===== src/rtl/ps2_host_rx.sv =====
// PS/2 device-to-host receiver: synchronises and de-glitches the link clock,
// deserialises 11-bit frames (start, 8 data LSB first, odd parity, stop),
// checks them and queues good bytes in a first-word-fall-through FIFO
// that is drained on a valid/ready handshake.
module ps2_host_rx #(
    parameter int FIFO_BITS = 3,     // log2 FIFO depth, >= 1
    parameter int FILTER    = 4,     // equal samples to accept a new clk level, >= 1
    parameter int TIMEOUT   = 50000  // cycles without a falling edge before abort, >= 2
) (
    input  logic       clk_sys,
    input  logic       reset_n,
    input  logic       ps2_clk,
    input  logic       ps2_data,
    output logic [7:0] rx_data,
    output logic       rx_valid,
    input  logic       rx_ready,
    output logic       parity_err,
    output logic       frame_err,
    output logic       overflow,
    output logic       busy
);

    localparam int FCW   = (FILTER > 1) ? $clog2(FILTER) : 1;
    localparam int TCW   = $clog2(TIMEOUT);
    localparam int DEPTH = 1 << FIFO_BITS;

    typedef enum logic [1:0] {IDLE, DATA, PARITY, STOP} state_t;

    logic           clk_sync_p0, clk_sync_p1;
    logic           data_sync_p0, data_sync_p1;
    logic           clk_filt, clk_filt_d;
    logic [FCW-1:0] filt_cnt;
    logic           fe;
    logic           bit_in;

    state_t         state_q, state_nxt;
    logic [2:0]     bitcnt;
    logic [7:0]     shreg;
    logic           acc;
    logic           par_bit;
    logic           par_ok;
    logic [TCW-1:0] tcnt;
    logic           timeout_hit;

    logic           push_d, perr_d, ferr_d;
    logic           push_q, perr_q, ferr_q;

    logic [7:0]         mem [DEPTH];
    logic [FIFO_BITS:0] wptr, rptr;
    logic               empty, full, pop, wr_en;

    // Two-flop synchronisers for both asynchronous link inputs
    always_ff @(posedge clk_sys) begin
        if (!reset_n) begin
            clk_sync_p0  <= 1'b1;
            clk_sync_p1  <= 1'b1;
            data_sync_p0 <= 1'b1;
            data_sync_p1 <= 1'b1;
        end else begin
            clk_sync_p0  <= ps2_clk;
            clk_sync_p1  <= clk_sync_p0;
            data_sync_p0 <= ps2_data;
            data_sync_p1 <= data_sync_p0;
        end
    end

    // Glitch filter: a new clk level is taken only after FILTER equal samples
    always_ff @(posedge clk_sys) begin
        if (!reset_n) begin
            clk_filt   <= 1'b1;
            clk_filt_d <= 1'b1;
            filt_cnt   <= '0;
        end else begin
            clk_filt_d <= clk_filt;
            if (clk_sync_p1 == clk_filt) begin
                filt_cnt <= '0;
            end else if (filt_cnt == FCW'(FILTER - 1)) begin
                clk_filt <= clk_sync_p1;
                filt_cnt <= '0;
            end else begin
                filt_cnt <= filt_cnt + FCW'(1);
            end
        end
    end

    assign fe     = clk_filt_d & ~clk_filt;
    assign bit_in = data_sync_p1;
    assign par_ok = ~(acc ^ par_bit);

    // Fires on the edge where the count reaches TIMEOUT-1, so the abort
    // pulse lands exactly TIMEOUT cycles after the last falling edge.
    assign timeout_hit = (state_q != IDLE) && !fe && (tcnt == TCW'(TIMEOUT - 2));

    // FSM state register
    always_ff @(posedge clk_sys) begin
        if (!reset_n) state_q <= IDLE;
        else          state_q <= state_nxt;
    end

    // FSM next state: advances only on a filtered falling edge or a timeout
    always_comb begin
        state_nxt = state_q;
        if (timeout_hit) begin
            state_nxt = IDLE;
        end else if (fe) begin
            case (state_q)
                IDLE:    if (!bit_in) state_nxt = DATA;
                DATA:    if (bitcnt == 3'd7) state_nxt = PARITY;
                PARITY:  state_nxt = STOP;
                default: state_nxt = IDLE;
            endcase
        end
    end

    // FSM outputs: frame verdict at the stop bit, one outcome per frame
    always_comb begin
        push_d = 1'b0;
        perr_d = 1'b0;
        ferr_d = timeout_hit;
        busy   = (state_q != IDLE);
        if (fe && state_q == STOP) begin
            if (!bit_in)     ferr_d = 1'b1;
            else if (par_ok) push_d = 1'b1;
            else             perr_d = 1'b1;
        end
    end

    // Bit counter, parity accumulator and stored parity bit
    always_ff @(posedge clk_sys) begin
        if (!reset_n) begin
            bitcnt  <= '0;
            acc     <= 1'b1;
            par_bit <= 1'b0;
        end else if (fe) begin
            case (state_q)
                IDLE: begin
                    bitcnt <= '0;
                    acc    <= 1'b1;
                end
                DATA: begin
                    bitcnt <= bitcnt + 3'd1;
                    acc    <= acc ^ bit_in;
                end
                PARITY:  par_bit <= bit_in;
                default: ;
            endcase
        end
    end

    // Data shift register, LSB arrives first so bits enter at the top
    always_ff @(posedge clk_sys) begin
        if (fe && state_q == DATA) shreg <= {bit_in, shreg[7:1]};
    end

    // Inactivity counter, held at zero while idle and on every falling edge
    always_ff @(posedge clk_sys) begin
        if (!reset_n || state_q == IDLE || fe) tcnt <= '0;
        else                                   tcnt <= tcnt + TCW'(1);
    end

    // Registered verdict pulses, one cycle after the deciding edge
    always_ff @(posedge clk_sys) begin
        if (!reset_n) begin
            push_q <= 1'b0;
            perr_q <= 1'b0;
            ferr_q <= 1'b0;
        end else begin
            push_q <= push_d;
            perr_q <= perr_d;
            ferr_q <= ferr_d;
        end
    end

    assign empty    = (wptr == rptr);
    assign full     = (wptr[FIFO_BITS-1:0] == rptr[FIFO_BITS-1:0]) &&
                      (wptr[FIFO_BITS] != rptr[FIFO_BITS]);
    assign rx_valid = !empty;
    assign pop      = rx_valid & rx_ready;
    // A full FIFO still accepts a byte when the head leaves in the same cycle
    assign wr_en    = push_q & (!full | pop);

    // FIFO storage, shreg is still stable in the push cycle
    always_ff @(posedge clk_sys) begin
        if (wr_en) mem[wptr[FIFO_BITS-1:0]] <= shreg;
    end

    // FIFO pointers with an extra wrap bit to tell full from empty
    always_ff @(posedge clk_sys) begin
        if (!reset_n) begin
            wptr <= '0;
            rptr <= '0;
        end else begin
            if (wr_en) wptr <= wptr + 1'b1;
            if (pop)   rptr <= rptr + 1'b1;
        end
    end

    assign rx_data    = empty ? 8'h00 : mem[rptr[FIFO_BITS-1:0]];
    assign parity_err = perr_q;
    assign frame_err  = ferr_q;
    assign overflow   = push_q & full & ~pop;

endmodule

===== config.mk =====
export PLATFORM = sky130hd
export DESIGN_NAME = ps2_host_rx
export DESIGN_NICKNAME = d
export VERILOG_FILES = /design/src/rtl/ps2_host_rx.sv
export SDC_FILE = /design/constraint.sdc
export NUM_CORES = 1
export LEC_CHECK = 0
export ABC_AREA = 1
export CAP_MARGIN = 20
export CORE_MARGIN = 4
export CORE_UTILIZATION = 45
export CTS_CLUSTER_SIZE = 30
export DETAILED_ROUTE_END_ITERATION = 7
export HOLD_SLACK_MARGIN = 0.02
export PLACE_DENSITY = 0.65
export SLEW_MARGIN = 0
export SYNTH_ARGS = -nofsm -noshare
export SYNTH_HDL_FRONTEND = slang
export SYNTH_SLANG_ARGS = --single-unit

===== constraint.sdc =====
create_clock -name clk_sys -period 2.5 [get_ports clk_sys]
set_clock_uncertainty 0.05 [all_clocks]
set_input_delay 0.5 -clock clk_sys [delete_from_list [all_inputs] [get_ports clk_sys]]
set_output_delay 0.5 -clock clk_sys [all_outputs]
set_load 0.01 [all_outputs]

# Yosys cells after proc, flatten, opt, wreduce, memory -nomap -nowiden
# Memory sizes are Yosys's and may differ from the RTL's. A register that Yosys moved wholly into a read port is not among the register bits.
# Index checks and enable logic that the tools add are counted.
[classes]
n_reduce_logical = 21
magnitude_cmp = 0
n_mul = 0
n_shift = 0
n_bitwise = 12
div = 0
add_sub_neg = 5
eq_ne = 12
n_mux = 14
[op_table]
columns = ["operator", "count"]
rows = [
  ["16-bit by 1-bit adder with 16-bit output (second input constant)", 1],
  ["16-bit == test (second input constant)", 1],
  ["4-bit by 1-bit adder with 4-bit output (second input constant)", 2],
  ["8-bit 2-to-1 mux", 1],
  ["2-bit == test (second input constant)", 3],
  ["1-bit 2-to-1 mux", 6],
  ["3-bit 2-to-1 mux", 2],
  ["2-bit one-hot mux with 3 select lines", 1],
  ["3-bit one-hot mux with 2 select lines", 1],
  ["2-bit AND reduction", 3],
  ["3-bit AND reduction", 2],
  ["1-bit bitwise AND", 5],
  ["1-bit logical AND", 5],
  ["4-bit == test", 1],
  ["1-bit zero test", 4],
  ["2-bit 2-to-1 mux", 2],
  ["2-bit inequality test (second input constant)", 2],
  ["1-bit NOT", 4],
  ["2-bit nonzero test", 2],
  ["3-bit by 1-bit adder with 3-bit output (second input constant)", 1],
  ["3-bit == test", 1],
  ["3-bit == test (second input constant)", 1],
  ["3-bit OR reduction", 1],
  ["2-bit by 1-bit adder with 2-bit output (second input constant)", 1],
  ["other kinds (9)", 11],
]
[word_totals]
romBits = 0
input_bits = 5
wordCells = 83
latch_bits = 0
n_memories = 1
output_inout_bits = 13
register_bits = 50
ramBits = 64
[memory_table]
columns = ["memory", "words", "width", "rd", "rd_ports_with_merged_regs", "wr", "line", "source"]
rows = [
  ["mem", 8, 8, 1, 1, 1, "48", "logic [7:0] mem [DEPTH];"],
]

# Longest topological paths before layout
[depth]
word_depth = 7
ltp_mapped = 9
mapped_depth_nobuf = 9

# Least setup slack after synthesis
# OpenSTA, ideal clock, no wires.
[synth_timing]
path_type = "reg2reg"
from = "reg wptr[0]"
to = "mem mem[6][0], enable pin"
path_stages_with_launch = 7
setup_slack_ns = 0.602
arrival_time_ns = 1.464
t_required_ns = 2.067
cell_sequence = "dfxtp_1 nand2_1 nand2_2 nor2_8 nand4_4 nand3_2 nor3_1"
[synth_between]
elab_chain_cells = 7
word_cells_on_any_way = 10
[synth_rtl]
columns = ["item", "line", "source"]
rows = [
  ["start: declaration", "49", "logic [FIFO_BITS:0] wptr, rptr;"],
  ["start signal: assignment", "193", "if (wr_en) wptr <= wptr + 1'b1;"],
  ["4-bit == test / 3-bit == test (equally long branches)", "174, 175", ""],
  ["1-bit zero test / 1-bit logical AND (equally long branches)", "177, 175", ""],
  ["1-bit bitwise AND / 1-bit zero test (equally long branches)", "178, 180", ""],
  ["1-bit OR", "180", "assign wr_en = push_q & (!full | pop);"],
  ["1-bit bitwise AND", "180", ""],
  ["1-bit 2-to-1 mux", "184", "if (wr_en) mem[wptr[FIFO_BITS-1:0]] <= shreg;"],
  ["1-bit 2-to-1 mux (implied by the code)", "184", ""],
  ["end: declaration", "48", ""],
]
# Parallel ways exist; a longest one is shown, timed or not.

==> impl.org <==
** Floorplan
- Die width :: 113 microns
- Area enclosed by the die boundary :: 12700 sq um
- The total area inside the core boundary comes to 10500 sq um.
- Standard-cell rows :: 37
- Initial core utilization :: 46.9%
- 18 I/O pins were placed.
- Die boundary height :: 113 microns

** Synthesis
- In this run the cell area of the synthesized design comes to 4930 sq um.
- Flops & latches, synth :: 117
- The number of different library cells used by synthesis comes to 37.
- Average size of a mapped cell :: 10.4 sq um
- Yosys printed 0 warnings.
- Net count of the mapped netlist :: 491
- Instance count of the mapped netlist :: 475
- Of the synthesized area, sequential elements account for 62.1%.

** Clock tree
- For the worst-skew pair, the clock arrives at the later sink with an insertion delay of 510 ps.
- Counting along the longest clock path gives a buffer depth of 2.
- TritonCTS clock tree :: yes
- After clock tree synthesis, the flow added hold-fix buffers numbering 0.
- CTS saw 117 sinks.
- Level count of the clock H-tree :: 4
- Buffers inserted during clock tree synthesis total 17.
- Clock transition at the registers of the reported paths :: 60 ps
- The tree is rooted in a sky130_fd_sc_hd__clkbuf_8.

** STA
- Setup repair after global routing could not meet its margin everywhere.
- Period utilization :: 98.4%
- In this run the tightest slew margin relative to its limit is 66.6%.
- Final Max Tran Viols :: 0
- The worst path needs 2460 ps of the cycle, external delays included.
- Pin slew with the least headroom to its limit :: 501 ps
- Total negative slack for setup checks :: 0 ps
- FMAX :: 406 MHz
- The final hold violation count was 0.
- # setup viols final :: 0

** Power and ir drop
- IR analysis of the VDD net gives a maximum drop of 0.500 mV.
- Power density over the cells :: 739 nW/um^2
- The analysis attributes to cell leakage a power of 2.19 nW.
- The design draws 4.55 mW.

** Critical path
- End point of the critical path :: rx_data[4]
- Of all nets on the critical path, the largest fanout is 24.
- Sort of element at the start of the critical path :: flop
- Destination of the worst register-to-register timing path :: mem[7][7]$_DFFE_PP_
- Crit path DAT :: 1910 ps
- Worst reg2reg path depth :: 10
- Startpoint-to-endpoint class of the critical path :: reg2out
- Source of the worst register-to-register timing path :: rptr[0]$_SDFFE_PN0N_
- Crit. End Element :: output port
- Slack of the worst reg-to-reg path :: 510 ps
- For the worst setup path, the data required time is 1950 ps.

** Detailed routing
- Post-DR vias/cell :: 5.10
- For this run, design rule violations remaining after detail routing come to 0.
- Total wire length after detailed routing :: 9590 microns
- Residual antenna-violating net count after detailed routing :: 0
- Routed wire length per instance :: 14.3 microns
- In this run, the number of DRC markers left after iteration 0 of detailed routing was 195.
- The routed layout has 3420 vias.
- The first TritonRoute pass finished after 4 iterations.

** Hold path
- The path class of the tightest hold or removal check is reg2reg.

** Final layout
- For this run, the share of the core covered by cells in the final layout is 58.6%.
- After routing the design area is 6160 sq um.
- Share of final-layout standard cells stronger than drive strength 1 :: 19.3%
- Final net count :: 537
- Final non-filler cell total :: 670
- The number of antenna diodes in the final layout is 0.
- Area growth syn-to-layout :: 24.9%

** Outcome
- Result of the run :: finished clean

** Place
- Post-Place Cell Area :: 5360 sq um
- Buffers placed on the I/O ports in this run total 17.
- GPL Wtd Cong :: 0.826
- Half-perimeter wire length of the detailed placement result :: 5880 microns
- The number of placed instances, taps included, is 630.

** Global route
- Initial antenna violation count :: 0
- Total global routing overflow :: 0
- The via count of the first global-routing pass came to 3334.
- Global routing consumed, over all layers together, 16.2% of the routing resources.
- The first global-routing pass estimated 16200 microns of wire.
- Pin count of the biggest net entering global routing :: 33

** Run
- Max_cap viols :: 0
==> how the worst min path moves through the flow <==
stage	from	slack (ps)	to	cells after the start
6_report	data_sync_p0$_SDFF_PN1_	370	bit_in$_SDFF_PN1_	1
5_1_grt	clk_sync_p0$_SDFF_PN1_	380	clk_sync_p1$_SDFF_PN1_	1
4_1_cts	data_sync_p0$_SDFF_PN1_	370	bit_in$_SDFF_PN1_	1
3_5_place_dp	data_sync_p0$_SDFF_PN1_	350	bit_in$_SDFF_PN1_	1
3_3_place_gp	clk_sync_p0$_SDFF_PN1_	350	clk_sync_p1$_SDFF_PN1_	1
2_1_floorplan	data_sync_p0$_SDFF_PN1_	340	bit_in$_SDFF_PN1_	1
==> layer usage <==
| metal | global-route usage [%] | vias to the layer above | wire, microns |
|---|---|---|---|
| met2 | 25.6 | 73 | 4520 |
| met3 | 5.03 | 15 | 488 |
| met5 | 0 | - | 0 |
| met1 | 20.8 | 1599 | 4440 |
| li1 | - | 1733 | - |
| met4 | 6.81 | 0 | 135 |
==> stage by stage <==
| step | setup WS, ps | hold slack, ps |
|---|---|---|
| 3_3_place_gp | 149 | 350 |
| 6_report | 38.9 | 366 |
| 2_1_floorplan | 602 | 343 |
| 3_5_place_dp | 150 | 354 |
| 4_1_cts | 0.998 | 369 |
| 5_1_grt | -21.5 | 379 |
==> sequential cells by signal, summed over array words and instances, names as in the netlist, 2 cells and up, named ones only <==
name      flops
shreg         8
mem          64
state_q       2
tcnt         16
bitcnt        3
rptr          4
wptr          4
filt_cnt      2
==> cell type report <==
type                       instances  area [sq um]
inverter                          42           158
fill                             867          4350
tap                              136           170
multi-input combinational        302          1720
clock inverter                    14           203
clock buffer                      18           418
sequential                       117          3090
timing repair buffer              41           408
==> cell families after synthesis <==
family	after synthesis	share of synthesized area (%)
xor gates and xnor gates	8	1.72
and+or+nand+nor	186	17.8
adders and majority gates	11	2.79
muxes	8	1.62
AOI/OAI and AO/OA	88	9.31
DFF	117	62.1
buffers and inverters	57	4.72
==> synth_stat cells <==
master | count | share of area, %
sky130_fd_sc_hd__nand3b_1 | 1 | 0.15
sky130_fd_sc_hd__xnor2_1 | 3 | 0.53
sky130_fd_sc_hd__and3_1 | 1 | 0.13
sky130_fd_sc_hd__a211oi_1 | 1 | 0.15
sky130_fd_sc_hd__nand4_1 | 8 | 1.0
sky130_fd_sc_hd__nand4_4 | 1 | 0.43
sky130_fd_sc_hd__buf_2 | 9 | 0.91
sky130_fd_sc_hd__ha_1 | 11 | 2.8
sky130_fd_sc_hd__nor3_1 | 7 | 0.71
sky130_fd_sc_hd__o21bai_1 | 1 | 0.15
sky130_fd_sc_hd__o21ai_0 | 39 | 4.0
sky130_fd_sc_hd__nand3_1 | 19 | 1.9
sky130_fd_sc_hd__nor2_8 | 1 | 0.41
sky130_fd_sc_hd__nor3_2 | 2 | 0.41
sky130_fd_sc_hd__buf_6 | 1 | 0.23
sky130_fd_sc_hd__clkbuf_1 | 4 | 0.30
sky130_fd_sc_hd__nand3_2 | 3 | 0.61
sky130_fd_sc_hd__xnor2_2 | 1 | 0.33
sky130_fd_sc_hd__edfxtp_1 | 72 | 44
sky130_fd_sc_hd__inv_1 | 39 | 3.0
sky130_fd_sc_hd__nand2_4 | 1 | 0.23
sky130_fd_sc_hd__a21oi_1 | 28 | 2.8
sky130_fd_sc_hd__mux2i_1 | 8 | 1.6
sky130_fd_sc_hd__xor2_2 | 1 | 0.33
sky130_fd_sc_hd__o22ai_1 | 8 | 1.0
sky130_fd_sc_hd__or2_1 | 1 | 0.13
sky130_fd_sc_hd__or2_2 | 7 | 0.89
sky130_fd_sc_hd__buf_1 | 1 | 0.076
sky130_fd_sc_hd__xor2_1 | 3 | 0.53
sky130_fd_sc_hd__nand3b_4 | 1 | 0.41
sky130_fd_sc_hd__nor2_1 | 75 | 5.7
sky130_fd_sc_hd__nand2_1 | 54 | 4.1
sky130_fd_sc_hd__a21oi_2 | 1 | 0.18
sky130_fd_sc_hd__nand2_2 | 4 | 0.51
sky130_fd_sc_hd__o21ai_1 | 10 | 1.0
sky130_fd_sc_hd__inv_2 | 3 | 0.23
sky130_fd_sc_hd__dfxtp_1 | 45 | 18
==> critical path: stages (launching register included) <==
cell and delay (ps):
sky130_fd_sc_hd__dfxtp_4 390, sky130_fd_sc_hd__inv_1 80, sky130_fd_sc_hd__buf_12 160, sky130_fd_sc_hd__o21ai_1 210, sky130_fd_sc_hd__o21ai_1 110, sky130_fd_sc_hd__o21ai_2 120
sky130_fd_sc_hd__nor2_1 60, sky130_fd_sc_hd__dlygate4sd2_1 280
==> placed cells by master, fill, tap and decap left out, types with 3 or more instances in the layout <==
cell type and count:
sky130_fd_sc_hd__clkdlybuf4s15_1 3, sky130_fd_sc_hd__buf_4 18, sky130_fd_sc_hd__dfxtp_2 4, sky130_fd_sc_hd__or2_2 7
sky130_fd_sc_hd__o21ai_2 10, sky130_fd_sc_hd__edfxtp_1 72, sky130_fd_sc_hd__dfxtp_4 5, sky130_fd_sc_hd__buf_12 4
sky130_fd_sc_hd__clkinv_4 6, sky130_fd_sc_hd__clkbuf_16 16, sky130_fd_sc_hd__mux2i_1 8, sky130_fd_sc_hd__inv_2 3
sky130_fd_sc_hd__nand2_1 54, sky130_fd_sc_hd__nand2_2 4, sky130_fd_sc_hd__ha_1 11, sky130_fd_sc_hd__bufinv_16 4
sky130_fd_sc_hd__dlygate4sd2_1 5, sky130_fd_sc_hd__nand3_1 19, sky130_fd_sc_hd__xnor2_1 3, sky130_fd_sc_hd__nand4_1 8
sky130_fd_sc_hd__o21ai_1 14, sky130_fd_sc_hd__a21oi_1 28, sky130_fd_sc_hd__dfxtp_1 36, sky130_fd_sc_hd__inv_1 39
sky130_fd_sc_hd__nand3_2 3, sky130_fd_sc_hd__clkdlybuf4s50_1 7, sky130_fd_sc_hd__xor2_1 3, sky130_fd_sc_hd__o21ai_0 25
sky130_fd_sc_hd__nor2_1 75, sky130_fd_sc_hd__o22ai_1 8, sky130_fd_sc_hd__nor3_1 7
==> power by group <==
group	internal, mW	total [mW]	switching, mW
clock network	1.63	2.51	0.875
registers	2.02	2.03	0.00225
logic	0.0116	0.0242	0.0125
==> repair_timing <==
item | 4_1_cts | 5_1_grt
gates cloned | 2 | 0
setup buffers | 2 | 4
endpoints found under the setup margin | 10 | 8
pin swaps | 2 | 3
resized for setup | 27 | 33
No activity file was read; power rests on OpenSTA's default activity.
